$ cat config.mk
export PLATFORM = sky130hd
export DESIGN_NAME = cache_seq_ctrl
export DESIGN_NICKNAME = d
export VERILOG_FILES = /design/src/rtl/cache_seq_pkg.sv /design/src/rtl/cache_seq_ctrl_wait_timer.sv /design/src/rtl/cache_seq_ctrl.sv
export SDC_FILE = /design/constraint.sdc
export NUM_CORES = 1
export LEC_CHECK = 0
export CORE_MARGIN = 1
export CORE_UTILIZATION = 30
export CTS_CLUSTER_SIZE = 25
export DETAILED_ROUTE_END_ITERATION = 12
export RECOVER_POWER = 50
export SLEW_MARGIN = 20
export SYNTH_ARGS = -nofsm -noshare
export SYNTH_HDL_FRONTEND = slang
export SYNTH_HIERARCHICAL = 1
export SYNTH_SLANG_ARGS = --single-unit
$ cat constraint.sdc
create_clock -name clk -period 8.4 [get_ports clk]
set_clock_uncertainty 0.05 [all_clocks]
set_input_delay 1.68 -clock clk [delete_from_list [all_inputs] [get_ports clk]]
set_output_delay 1.68 -clock clk [all_outputs]
set_load 0.1 [all_outputs]
$ cat src/rtl/cache_seq_pkg.sv
// Shared types and defaults for the direct-mapped cache sequencer.
package cache_seq_pkg;

  typedef enum logic [3:0] {
    IDLE   = 4'd0,
    FETCH  = 4'd1,
    CHECK  = 4'd2,
    LATCH  = 4'd3,
    LOOKUP = 4'd4,
    WAIT_C = 4'd5,
    OUT_C  = 4'd6,
    MEM_RD = 4'd7,
    WAIT_M = 4'd8,
    FILL   = 4'd9,
    WAIT_F = 4'd10,
    OUT_M  = 4'd11,
    DONE   = 4'd12,
    ERR    = 4'd13
  } state_t;

  localparam int CNT_W_DEF   = 16;
  localparam int TIMEOUT_DEF = 255;

  function automatic logic is_wait(input state_t s);
    return (s == WAIT_C) || (s == WAIT_M) || (s == WAIT_F);
  endfunction

endpackage

$ cat src/rtl/cache_seq_ctrl_wait_timer.sv
// Watchdog shared by all wait states; expired flags the last allowed wait cycle.
module wait_timer #(
  parameter int TIMEOUT = 255
) (
  input  logic clk,
  input  logic rst_n,
  input  logic clear,
  input  logic en,
  output logic expired
);
  localparam int W = (TIMEOUT < 2) ? 1 : $clog2(TIMEOUT + 1);

  logic [W-1:0] cnt;

  // Counts the cycles already spent waiting; TIMEOUT-1 means this is the last one.
  assign expired = en && (cnt >= W'(TIMEOUT - 1));

  always_ff @(posedge clk) begin
    if (!rst_n)
      cnt <= '0;
    else if (clear)
      cnt <= '0;
    else if (en && !expired)
      cnt <= cnt + W'(1);
  end

endmodule

$ cat src/rtl/cache_seq_ctrl.sv
// Sequencer for the direct-mapped cache datapath: reader, lookup, miss fill, output.
module cache_seq_ctrl
  import cache_seq_pkg::*;
#(
  parameter int CNT_W   = CNT_W_DEF,
  parameter int TIMEOUT = TIMEOUT_DEF
) (
  input  logic             clk,
  input  logic             rst_n,
  input  logic             start,
  input  logic             dataFinish,
  input  logic             readyCache,
  input  logic             find,
  input  logic             need,
  input  logic             readyMem,
  input  logic             writed,
  output logic             readerEn,
  output logic             adrEn,
  output logic             startCache,
  output logic             startMem,
  output logic             We,
  output logic             forc,
  output logic             MemSel,
  output logic             outputEn,
  output logic             busy,
  output logic             done,
  output logic             err,
  output logic [CNT_W-1:0] hit_count,
  output logic [CNT_W-1:0] miss_count
);

  state_t state, state_next;
  logic   expired;
  logic   hit_inc, miss_inc, cnt_clr;
  logic   unused_need;

  // A miss always fills, so the fill-request hint carries no information here.
  assign unused_need = need;

  function automatic logic [CNT_W-1:0] sat_inc(input logic [CNT_W-1:0] v);
    return (&v) ? v : v + CNT_W'(1);
  endfunction

  wait_timer #(.TIMEOUT(TIMEOUT)) u_wait_timer (
    .clk    (clk),
    .rst_n  (rst_n),
    .clear  (is_wait(state_next) && (state_next != state)),
    .en     (is_wait(state)),
    .expired(expired)
  );

  always_ff @(posedge clk) begin
    if (!rst_n) state <= IDLE;
    else        state <= state_next;
  end

  always_comb begin
    state_next = state;
    hit_inc    = 1'b0;
    miss_inc   = 1'b0;
    cnt_clr    = 1'b0;
    case (state)
      IDLE, DONE: if (start) begin
        state_next = FETCH;
        cnt_clr    = 1'b1;
      end
      FETCH:  state_next = CHECK;
      CHECK:  state_next = dataFinish ? DONE : LATCH;
      LATCH:  state_next = LOOKUP;
      LOOKUP: state_next = WAIT_C;
      // A ready arriving on the expiry cycle still completes the wait.
      WAIT_C: begin
        if (readyCache) begin
          state_next = find ? OUT_C : MEM_RD;
          hit_inc    = find;
          miss_inc   = !find;
        end else if (expired) begin
          state_next = ERR;
        end
      end
      OUT_C:  state_next = FETCH;
      MEM_RD: state_next = WAIT_M;
      WAIT_M: begin
        if (readyMem)     state_next = FILL;
        else if (expired) state_next = ERR;
      end
      FILL:   state_next = WAIT_F;
      WAIT_F: begin
        if (writed)       state_next = OUT_M;
        else if (expired) state_next = ERR;
      end
      OUT_M:  state_next = FETCH;
      ERR:    state_next = ERR;
      default: state_next = IDLE;
    endcase
  end

  // Registered Moore outputs decoded from the next state, so each lines up with its state.
  always_ff @(posedge clk) begin
    if (!rst_n) begin
      readerEn   <= 1'b0;
      adrEn      <= 1'b0;
      startCache <= 1'b0;
      startMem   <= 1'b0;
      We         <= 1'b0;
      forc       <= 1'b0;
      MemSel     <= 1'b0;
      outputEn   <= 1'b0;
      busy       <= 1'b0;
      done       <= 1'b0;
      err        <= 1'b0;
      hit_count  <= '0;
      miss_count <= '0;
    end else begin
      readerEn   <= (state_next == FETCH);
      adrEn      <= (state_next == LATCH);
      startCache <= (state_next == LOOKUP) || (state_next == FILL);
      startMem   <= (state_next == MEM_RD);
      We         <= (state_next == FILL) || (state_next == WAIT_F);
      forc       <= (state_next == MEM_RD) || (state_next == WAIT_M) ||
                    (state_next == FILL)   || (state_next == WAIT_F);
      MemSel     <= (state_next == MEM_RD) || (state_next == WAIT_M) ||
                    (state_next == FILL)   || (state_next == WAIT_F) ||
                    (state_next == OUT_M);
      outputEn   <= (state_next == OUT_C) || (state_next == OUT_M);
      busy       <= !((state_next == IDLE) || (state_next == DONE) || (state_next == ERR));
      done       <= (state_next == DONE);
      err        <= (state_next == ERR);
      if (cnt_clr) begin
        hit_count  <= '0;
        miss_count <= '0;
      end else begin
        if (hit_inc)  hit_count  <= sat_inc(hit_count);
        if (miss_inc) miss_count <= sat_inc(miss_count);
      end
    end
  end

endmodule
# After elaboration in Yosys (flattened, before gate mapping)
# Cells that the tools add are included.
# W data, S select, Z words.
[word_totals]
memories = 0
ramBits = 0
wordCells = 91
register_bits = 55
input_bits = 9
rom_bits = 0
latchBits = 0
[op_classes]
n_mul = 0
n_addsub = 3
bitwise_logic = 3
div_mod_pow = 0
n_reduce_logical = 29
eq_ne = 26
n_shift = 0
mux = 14
magnitude_cmp = 1
[op_table]
columns = ["operator", "count"]
rows = [
  ["$eq A4 B4 Y1 const B", 12],
  ["$pmux W4 S12", 1],
  ["$add A16 B1 Y16 const B", 2],
  ["$eq A4 B3 Y1 const B", 8],
  ["$reduce_and A16 Y1", 2],
  ["$mux W4", 6],
  ["$logic_or A1 B1 Y1", 13],
  ["$eq A4 B2 Y1 const B", 3],
  ["$add A8 B1 Y8 const B", 1],
  ["$eq A4 B1 Y1 const B", 2],
  ["$ge A8 B8 Y1 const B", 1],
  ["$logic_not A4 Y1", 2],
  ["$reduce_or A2 Y1", 4],
  ["$mux W1", 7],
  ["$ne A4 B4 Y1", 1],
  ["$reduce_and A2 Y1", 2],
  ["$logic_and A1 B1 Y1", 3],
  ["$logic_not A1 Y1", 3],
  ["$not A1 Y1", 3],
]

# Logic depth before layout (Yosys ltp)
# Gate-level depths: netlist of the first run.
[logic_depth]
word_depth = 12
ltp_mapped = 13
mapped_depth_nobuf = 13

# Modules after synthesis
# Netlist of the first run, hierarchy kept.
[modules_own_cells]
columns = ["mod", "n_inst", "cells_each", "area_each_um2"]
rows = [
  ["cache_seq_ctrl", 1, 310, 2607.5],
  ["wait_timer", 1, 47, 411.6],
]

# Least setup slack after synthesis of the first run
# No wires, ideal clock.
[synth_path]
kind = "input to register"
from = "input port dataFinish"
to = "register u_wait_timer.cnt[2]"
setup_time_ns = 0.123
t_required_ns = 8.227
path_buffers = 0
stages = 8
path_slack_ns = 5.258
arrival_time_ns = 2.969
path_cell_list = "and4bb_2 -> o21ai_2 -> o211ai_2 -> nand2b_1 -> nand4b_1 -> o21ai_0 -> nand2b_1 -> nor3_1"
[synth_between]
elab_chain_len = 7
elab_cells_between_ends = 10
[synth_lines]
columns = ["item", "line_no", "text"]
rows = [
  ["start: declaration", "cache_seq_ctrl.sv:11", "input logic dataFinish,"],
  ["$mux W4 (*)", "cache_seq_ctrl.sv:68", "CHECK: state_next = dataFinish ? DONE : LATCH;"],
  ["$pmux W4 S12 (*)", "cache_seq_ctrl.sv:62", "case (state)"],
  ["$eq A4 B3 Y1 or $eq A4 B4 Y1 (tied branches)", "cache_seq_pkg.sv:25", "return (s == WAIT_C) || (s == WAIT_M) || (s == WAIT_F);"],
  ["$logic_or A1 B1 Y1 (2 in a row)", "cache_seq_pkg.sv:25", ""],
  ["$logic_and A1 B1 Y1 (*)", "cache_seq_ctrl.sv:47", ".clear (is_wait(state_next) && (state_next != state)),"],
  ["$reduce_or A2 Y1 (no line) (*)", "n/a", ""],
  ["end signal: assignment", "cache_seq_ctrl_wait_timer.sv:24", "cnt <= cnt + W'(1);"],
  ["end: declaration", "cache_seq_ctrl_wait_timer.sv:13", "logic [W-1:0] cnt;"],
]
# Every way passes the cells marked *; elsewhere a longest branch is shown, timed or not.
# A chain may end at the register's enable or synchronous reset.

# Worst setup path after layout of the first run
[layout_path]
from = "input port dataFinish"
to = "register u_wait_timer.cnt[5]"
# The elaborated chain is that of the path after synthesis.

==> results.tsv, run 1 <==
metric	value	unit
GRT overflow	0	
layout net count	418	
HP Start	miss_count[15]	
area of the mapped netlist	3020	sq um
R2R cell count	9	
Final Instance Area	3700	sq um
fmax	242	MHz
routed vias	2743	
CTS tree	built	
CTS Buf Count	5	
Syn Area/Cell	8.46	sq um
Fin. Hold Viols	0	
outcome	completed	
RR Endpoint	miss_count[2]	
# placed instances	531	
P per Cell Area	209	nW/um^2
1st-iter DRT viols	82	
Initial Util	0.309	
post-synth cell types	65	
CTS resizes	0	
placed cell areas	3630	sq um
Setup TNS Final	0	ns
# port buffers	50	
R2R Setup Slk	4.29	ns
area taken by multi-input logic gates	1770	sq um
Hold Path Sink	miss_count[15]	
Max Transition Viols Final	0	
Util after Layout	0.379	
first-pass GRT wire length	11900	microns
synth-to-layout area growth	22.5	%
Buffers & Inverters on Critical Path	1	
crit-path max cell delay	0.58	ns
number of synthesized flops with an enable pin	0	
Syn Nets	370	
core region area	9770	sq um
met3 routed WL	200	microns
Yosys reg bits	55	
insertion delay to the later sink of the worst-skew pair	0.31	ns
fillers	1025	
Max Cap Violations	0	
drt pass-1 iters	4	
standard-cell rows	36	
vias in the first global route	2565	
RePlAce Congestion	0.802	
Hold Buf Count CTS	0	
M1 WL	3520	microns
commonest register cell after synthesis	dfxtp_1	
post-DP HPWL	5150	microns
CP Data Required Time	8.54	ns
GRT Total Usage	0.141	
delay-heaviest family, CP	compound AO/OA/AOI/OAI gates	
WL final	7130	microns
DIE WIDTH	102	microns
met2 wire length	3300	microns
sequential area share after synthesis	0.365	
Clock Path Buffers	2	
Mapped Cells	357	
crit share post-route	0.492	
Hold Crit Class	register to register	
clock-pin slew on the worst setup and hold paths	0.10	ns
I/O Pins	52	
die height	102	microns
n_diodes	0	
Top Layer Used	met4	
drt wl/cell	13.2	microns
Crit Path Max Fanout	9	
Setup WS pre-CTS	4.43	ns
crit start category	input port	
Die ar.	10500	sq um
Setup Buffers After CTS	0	
RSZ-0062 raised after global routing	false	
Root Buffer	clkbuf_8	
Ys Warns	6	
slack of the critical path	4.27	ns
via/cell ratio	5.09	
Synth async-reset ratio	0	
relative slew slack	0.120	
VDD IR-drop max	0.0752	mV
Final ANT Viol Nets	0	
residual DRC count	0	
Lkg Pwr	1.37	nW
actual slew at the worst max-slew pin	1.32	ns
layout cells sized above 1	0.0640	
initial antenna violation count	0	
Hold Crit Depth	2	
Worst R2R Start	state[3]	
largest net degree at the start of global routing	26	
critical path's slowest cell	dlygate4sd3_1	
final setup violation count	0	
Worst EP arrival	4.27	ns
post-layout min period	4.13	ns
CP cell instances	dlygate4sd3_1 > and4bb_2 > o21ai_0 > o211ai_1 > nand2b_1 > o21ai_0 > nand2b_1 > nor3_1	
Reg area	1100	sq um
Finished Layout Cells	539	
H-tree depth	2	
clk sink count	55	
Worst Setup End Kind	register	
critical path type	input port to register	
[worst min-delay path, delay by kind of cell, from the launching register on]
| kind | cells | cell delay [ns] |
|---|---|---|
| AND/OR/NAND/NOR | 1 | 0.06 |
| multiplexers | 1 | 0.06 |
| flip-flops | 1 | 0.35 |
[sequential cells by signal, indices dropped and copies added (netlist names), 4 cells and up]
name and count:
u_wait_timer/cnt 8, hit_count 16, miss_count 16, state 4
[cells in the mapped netlist (3+ instances only)]
library cell   n  share of area
a211oi_1       3         0.0075
a21oi_1       16          0.027
a31o_2         5          0.015
and2_1         7          0.015
and3_1         9          0.019
and4_1         7          0.020
buf_6          3          0.011
clkbuf_1       5         0.0062
dfxtp_1       55           0.36
ha_1           4          0.017
inv_1         10          0.012
mux2i_1       11          0.036
nand2_1       44          0.055
nand2b_1      14          0.029
nand3_1       20          0.033
nand4_1        8          0.017
nor2_1        40          0.050
nor2b_1        3         0.0062
nor3_1         6         0.0099
nor4_1         4         0.0083
o211ai_2       3          0.012
o21a_1         3         0.0075
o21ai_0        8          0.013
or3_1          3         0.0062
xnor2_1        9          0.026
xor2_1         5          0.015
[cell usage in the layout (no fill, tap or decap), drive strengths merged, types with 6 or more instances in the layout]
cell,count
a21oi,17
and2,7
and3,10
and4,8
clkbuf,6
clkdlybuf4s50,33
dfxtp,55
dlygate4sd3,17
inv,11
mux2i,11
nand2,45
nand2b,15
nand3,20
nand4,8
nor2,41
nor3,6
o21ai,9
xnor2,9
[through the flow]
stage	power, W	hold slack, ns
finish	0.000772	0.453
detailed placement	0.000613	0.442
CTS	0.000798	0.460
global route	0.000816	0.487
global placement	0.000610	0.431
floorplan	0.000552	0.414
[cells by family after synthesis]
family / Yosys count / share of synthesized area
AOI/OAI and AO/OA: 65 / 0.166
xor gates and xnor gates: 14 / 0.0406
adders and majority gates: 4 / 0.0166
buffers and inverters: 21 / 0.0344
DFF: 55 / 0.365
muxes: 12 / 0.0402
and+or+nand+nor: 186 / 0.337
[per-layer routing]
layer | track usage | vias up
met1 | 0.185 | 1310
met3 | 0.0280 | 8
li1 | - | 1384
met2 | 0.232 | 41
met5 | 0 | -
met4 | 0.0495 | 0
[worst max-delay path by stage]
stage / from / to / slack, ns / cells after the start
after floorplan: dataFinish / u_wait_timer/cnt[2] / 5.26 / 8
after global routing: state[3] / miss_count[4] / 3.87 / 9
final: dataFinish / u_wait_timer/cnt[5] / 4.27 / 8
after CTS: hit_count[6] / hit_count[6] / 4.70 / 1
after global placement: dataFinish / u_wait_timer/cnt[5] / 4.43 / 9
after detailed placement: dataFinish / u_wait_timer/cnt[5] / 4.43 / 9
[final cells by class]
class / count / share of cell area
repair buffers: 51 / 0.137
clock buffers: 6 / 0.0223
clock inverters: 2 / 0.00947
multi-input cells: 281 / 0.477
flip-flops and latches: 55 / 0.298
well taps: 133 / 0.0450
inverters: 11 / 0.0112
[report_power, final]
part           internal (W)  switching (W)
registers          0.000279      0.0000316
logic             0.0000852       0.000193
clock network     0.0000966      0.0000857
total              0.000461       0.000310
No activity file was read; power rests on OpenSTA's default activity.
==> run 2: changes to the inputs <==
Clock period 8.4 ns to 3.7 ns, I/O delays scaled along.
==> run 2 against run 1 <==
Via count is 0.84% lower. Largest cell class unchanged. Critical path depth shrank 3. Utilization up 0.47 points. Setup slack worse by 3.9 ns. The flow now finishes with violations (max-capacitance violations, max-slew violations). Hold slack got worse by 0.0055 ns. Non-clock buffer count rose by 3. Cell count grew 0.56%. Critical endpoint is now hit_count[1]. Final area is 1.3% higher. Clock-buffer cell count stayed put. Combinational power rose to 2.5 times the previous value.
==> results.tsv, run 2 (synthesized netlist as in run 1, its figures left out) <==
metric	value	unit	change
Die ar.	10500	sq um	unchanged
met3 GRT Util	0.0253		was 0.0280
synth-to-layout area growth	24.1	%	was 22.5%
Setup WS pre-CTS	0.565	ns	was 4.43 ns
M2 GR Usage	0.220		was 0.232
clock-pin slew on the worst setup and hold paths	0.11	ns	was 0.10 ns
routed vias	2720		was 2743
Lkg Pwr	1.45	nW	was 1.37 nW
Setup Buffers After CTS	0		unchanged
post-DP HPWL	5170	microns	was 5150 microns
GRT Total Usage	0.141		about the same
final setup violation count	0		unchanged
initial antenna violation count	0		unchanged
most used routing layer	met2		unchanged
most common cell after layout, fill and taps aside	dfxtp_1		unchanged
Fin. Hold Viols	0		unchanged
CP cell instances	dlygate4sd3_1 > nand2_1 > o31ai_1 > clkbuf_1 > nor2_1		was dlygate4sd3_1 > and4bb_2 > o21ai_0 > o211ai_1 > nand2b_1 > o21ai_0 > nand2b_1 > nor3_1
Max Transition Viols Final	11		was 0
most frequent cells in the layout	55 x dfxtp_1, 44 x nand2_1, 40 x nor2_1, 30 x dlygate4sd3_1		was 55 x dfxtp_1, 44 x nand2_1, 40 x nor2_1, 33 x clkdlybuf4s50_1, 20 x nand3_1
fmax	302	MHz	
Hold Buf Count CTS	0		unchanged
Root Buffer	clkbuf_8		unchanged
largest net degree at the start of global routing	22		was 26
layout cells sized above 1	0.0782		was 0.0640
I/O Pins	52		unchanged
crit-path max cell delay	1.24	ns	was 0.58 ns
Hold Crit Class	register to register		unchanged
first-pass GRT wire length	11700	microns	was 11900 microns
area taken by multi-input logic gates	1800	sq um	was 1770 sq um
RePlAce Congestion	0.794		was 0.802
via/cell ratio	5.02		was 5.09
# port buffers	50		unchanged
CTS resizes	0		unchanged
RSZ-0062 raised after global routing	false		unchanged
n_diodes	0		unchanged
CP Data Required Time	3.83	ns	was 8.54 ns
Max Cap Violations	1		was 0
Worst Setup End Kind	register		unchanged
1st-iter DRT viols	142		was 82
violated checks	max-capacitance violations, max-slew violations		
Final ANT Viol Nets	0		unchanged
Setup TNS Final	0	ns	unchanged
Initial Util	0.309		unchanged
H-tree depth	2		unchanged
die height	102	microns	unchanged
drt wl/cell	13.2	microns	about the same
WHS	0.448	ns	was 0.453 ns
CTS tree	built		unchanged
VDD IR-drop max	0.221	mV	was 0.0752 mV
P per Cell Area	479	nW/um^2	was 209 nW/um^2
layout net count	421		was 418
GRT overflow	0		unchanged
relative slew slack	-0.0393		was 0.120
fillers	987		was 1025
Crit Path Max Fanout	16		was 9
Clock Path Buffers	2		unchanged
Worst EP arrival	3.44	ns	was 4.27 ns
crit share post-route	0.896		
WL final	7140	microns	was 7130 microns
post-layout min period	3.31	ns	
core region area	9770	sq um	unchanged
residual DRC count	0		unchanged
vias in the first global route	2407		was 2565
slack of the critical path	0.385	ns	was 4.27 ns
clk sink count	55		unchanged
crit start category	input port		unchanged
critical path's slowest cell	o31ai_1		was dlygate4sd3_1
drt pass-1 iters	4		unchanged
CTS Buf Count	5		unchanged
DIE WIDTH	102	microns	unchanged
insertion delay to the later sink of the worst-skew pair	0.32	ns	was 0.31 ns
met1 GRT Util	0.196		was 0.185
standard-cell rows	36		unchanged
critical path type	input port to register		unchanged
Reg area	1100	sq um	unchanged
outcome	complete, but fails checks		was completed
Largest regs	hit_count: 16 flops, miss_count: 16 flops, u_wait_timer/cnt: 8 flops		unchanged
actual slew at the worst max-slew pin	1.55	ns	was 1.32 ns
==> run 2: cell types whose count changed in the layout (fill, tap and decap cells not counted), moves of 2 or more <==
cell / previous run / this run
o211ai_1: 5 / 3
clkbuf_1: 0 / 2
buf_4: 1 / 3
dlygate4sd3_1: 17 / 30
o211ai_2: 0 / 2
and2_0: 3 / 0
a211oi_1: 5 / 3
a211oi_2: 0 / 2
clkdlybuf4s50_1: 33 / 20
and2_1: 4 / 7
==> run 2: routing by layer <==
layer | up-vias | part of all wire
met2 | 39 | 0.44
met5 | - | 0
li1 | 1402 | -
met4 | 0 | 0.011
met1 | 1273 | 0.52
met3 | 6 | 0.030
==> run 2: layout make-up <==
| cell class | instances | share of cell area |
|---|---|---|
| Multi-Input combinational cell | 281 | 0.480 |
| Sequential cell | 55 | 0.294 |
| Timing Repair Buffer | 54 | 0.141 |
| Tap cell | 133 | 0.0444 |
| Clock buffer | 6 | 0.0194 |
| Inverter | 11 | 0.0110 |
| Clock inverter | 2 | 0.0104 |
==> run 2: path summary, 6_finish.rpt <==
kind	cells past startpoint	slack [ns]	start	to
min reg2reg	2	0.45	miss_count[15]	miss_count[15]
min	2	0.45	miss_count[15]	miss_count[15]
max	5	0.39	start	hit_count[1]
max reg2reg	11	0.46	state[3]	u_wait_timer/cnt[2]
==> run 2: worst max-delay path, delay by kind of cell <==
family | cells | cell delay [ns]
AOI/OAI and AO/OA | 1 | 1.24
buffers and inverters | 2 | 1.25
and+or+nand+nor | 2 | 0.21
==> run 2: where the power goes <==
group	switching (W)	internal, W
combinational	0.000487	0.000219
clock	0.000208	0.000205
sequential	0.0000428	0.000634
total	0.000737	0.00106
==> run 2: through the flow <==
step / cells / cell area [sq um] / utilization / power [W]
after floorplan: 357 / 3020 / - / 0.00125
after global routing: 542 / 3750 / 0.383 / 0.00189
after CTS: 542 / 3760 / 0.385 / 0.00182
after global placement: 534 / 3650 / 0.374 / 0.00141
after detailed placement: 534 / 3650 / 0.374 / 0.00141
final: 542 / 3750 / 0.383 / 0.00180
==> run 3: changes to the inputs <==
Settings changed: SKIP_LAST_GASP set to 1.
==> results of run 3 <==
Final layout, timing and power as in run 2 (identical DEF).
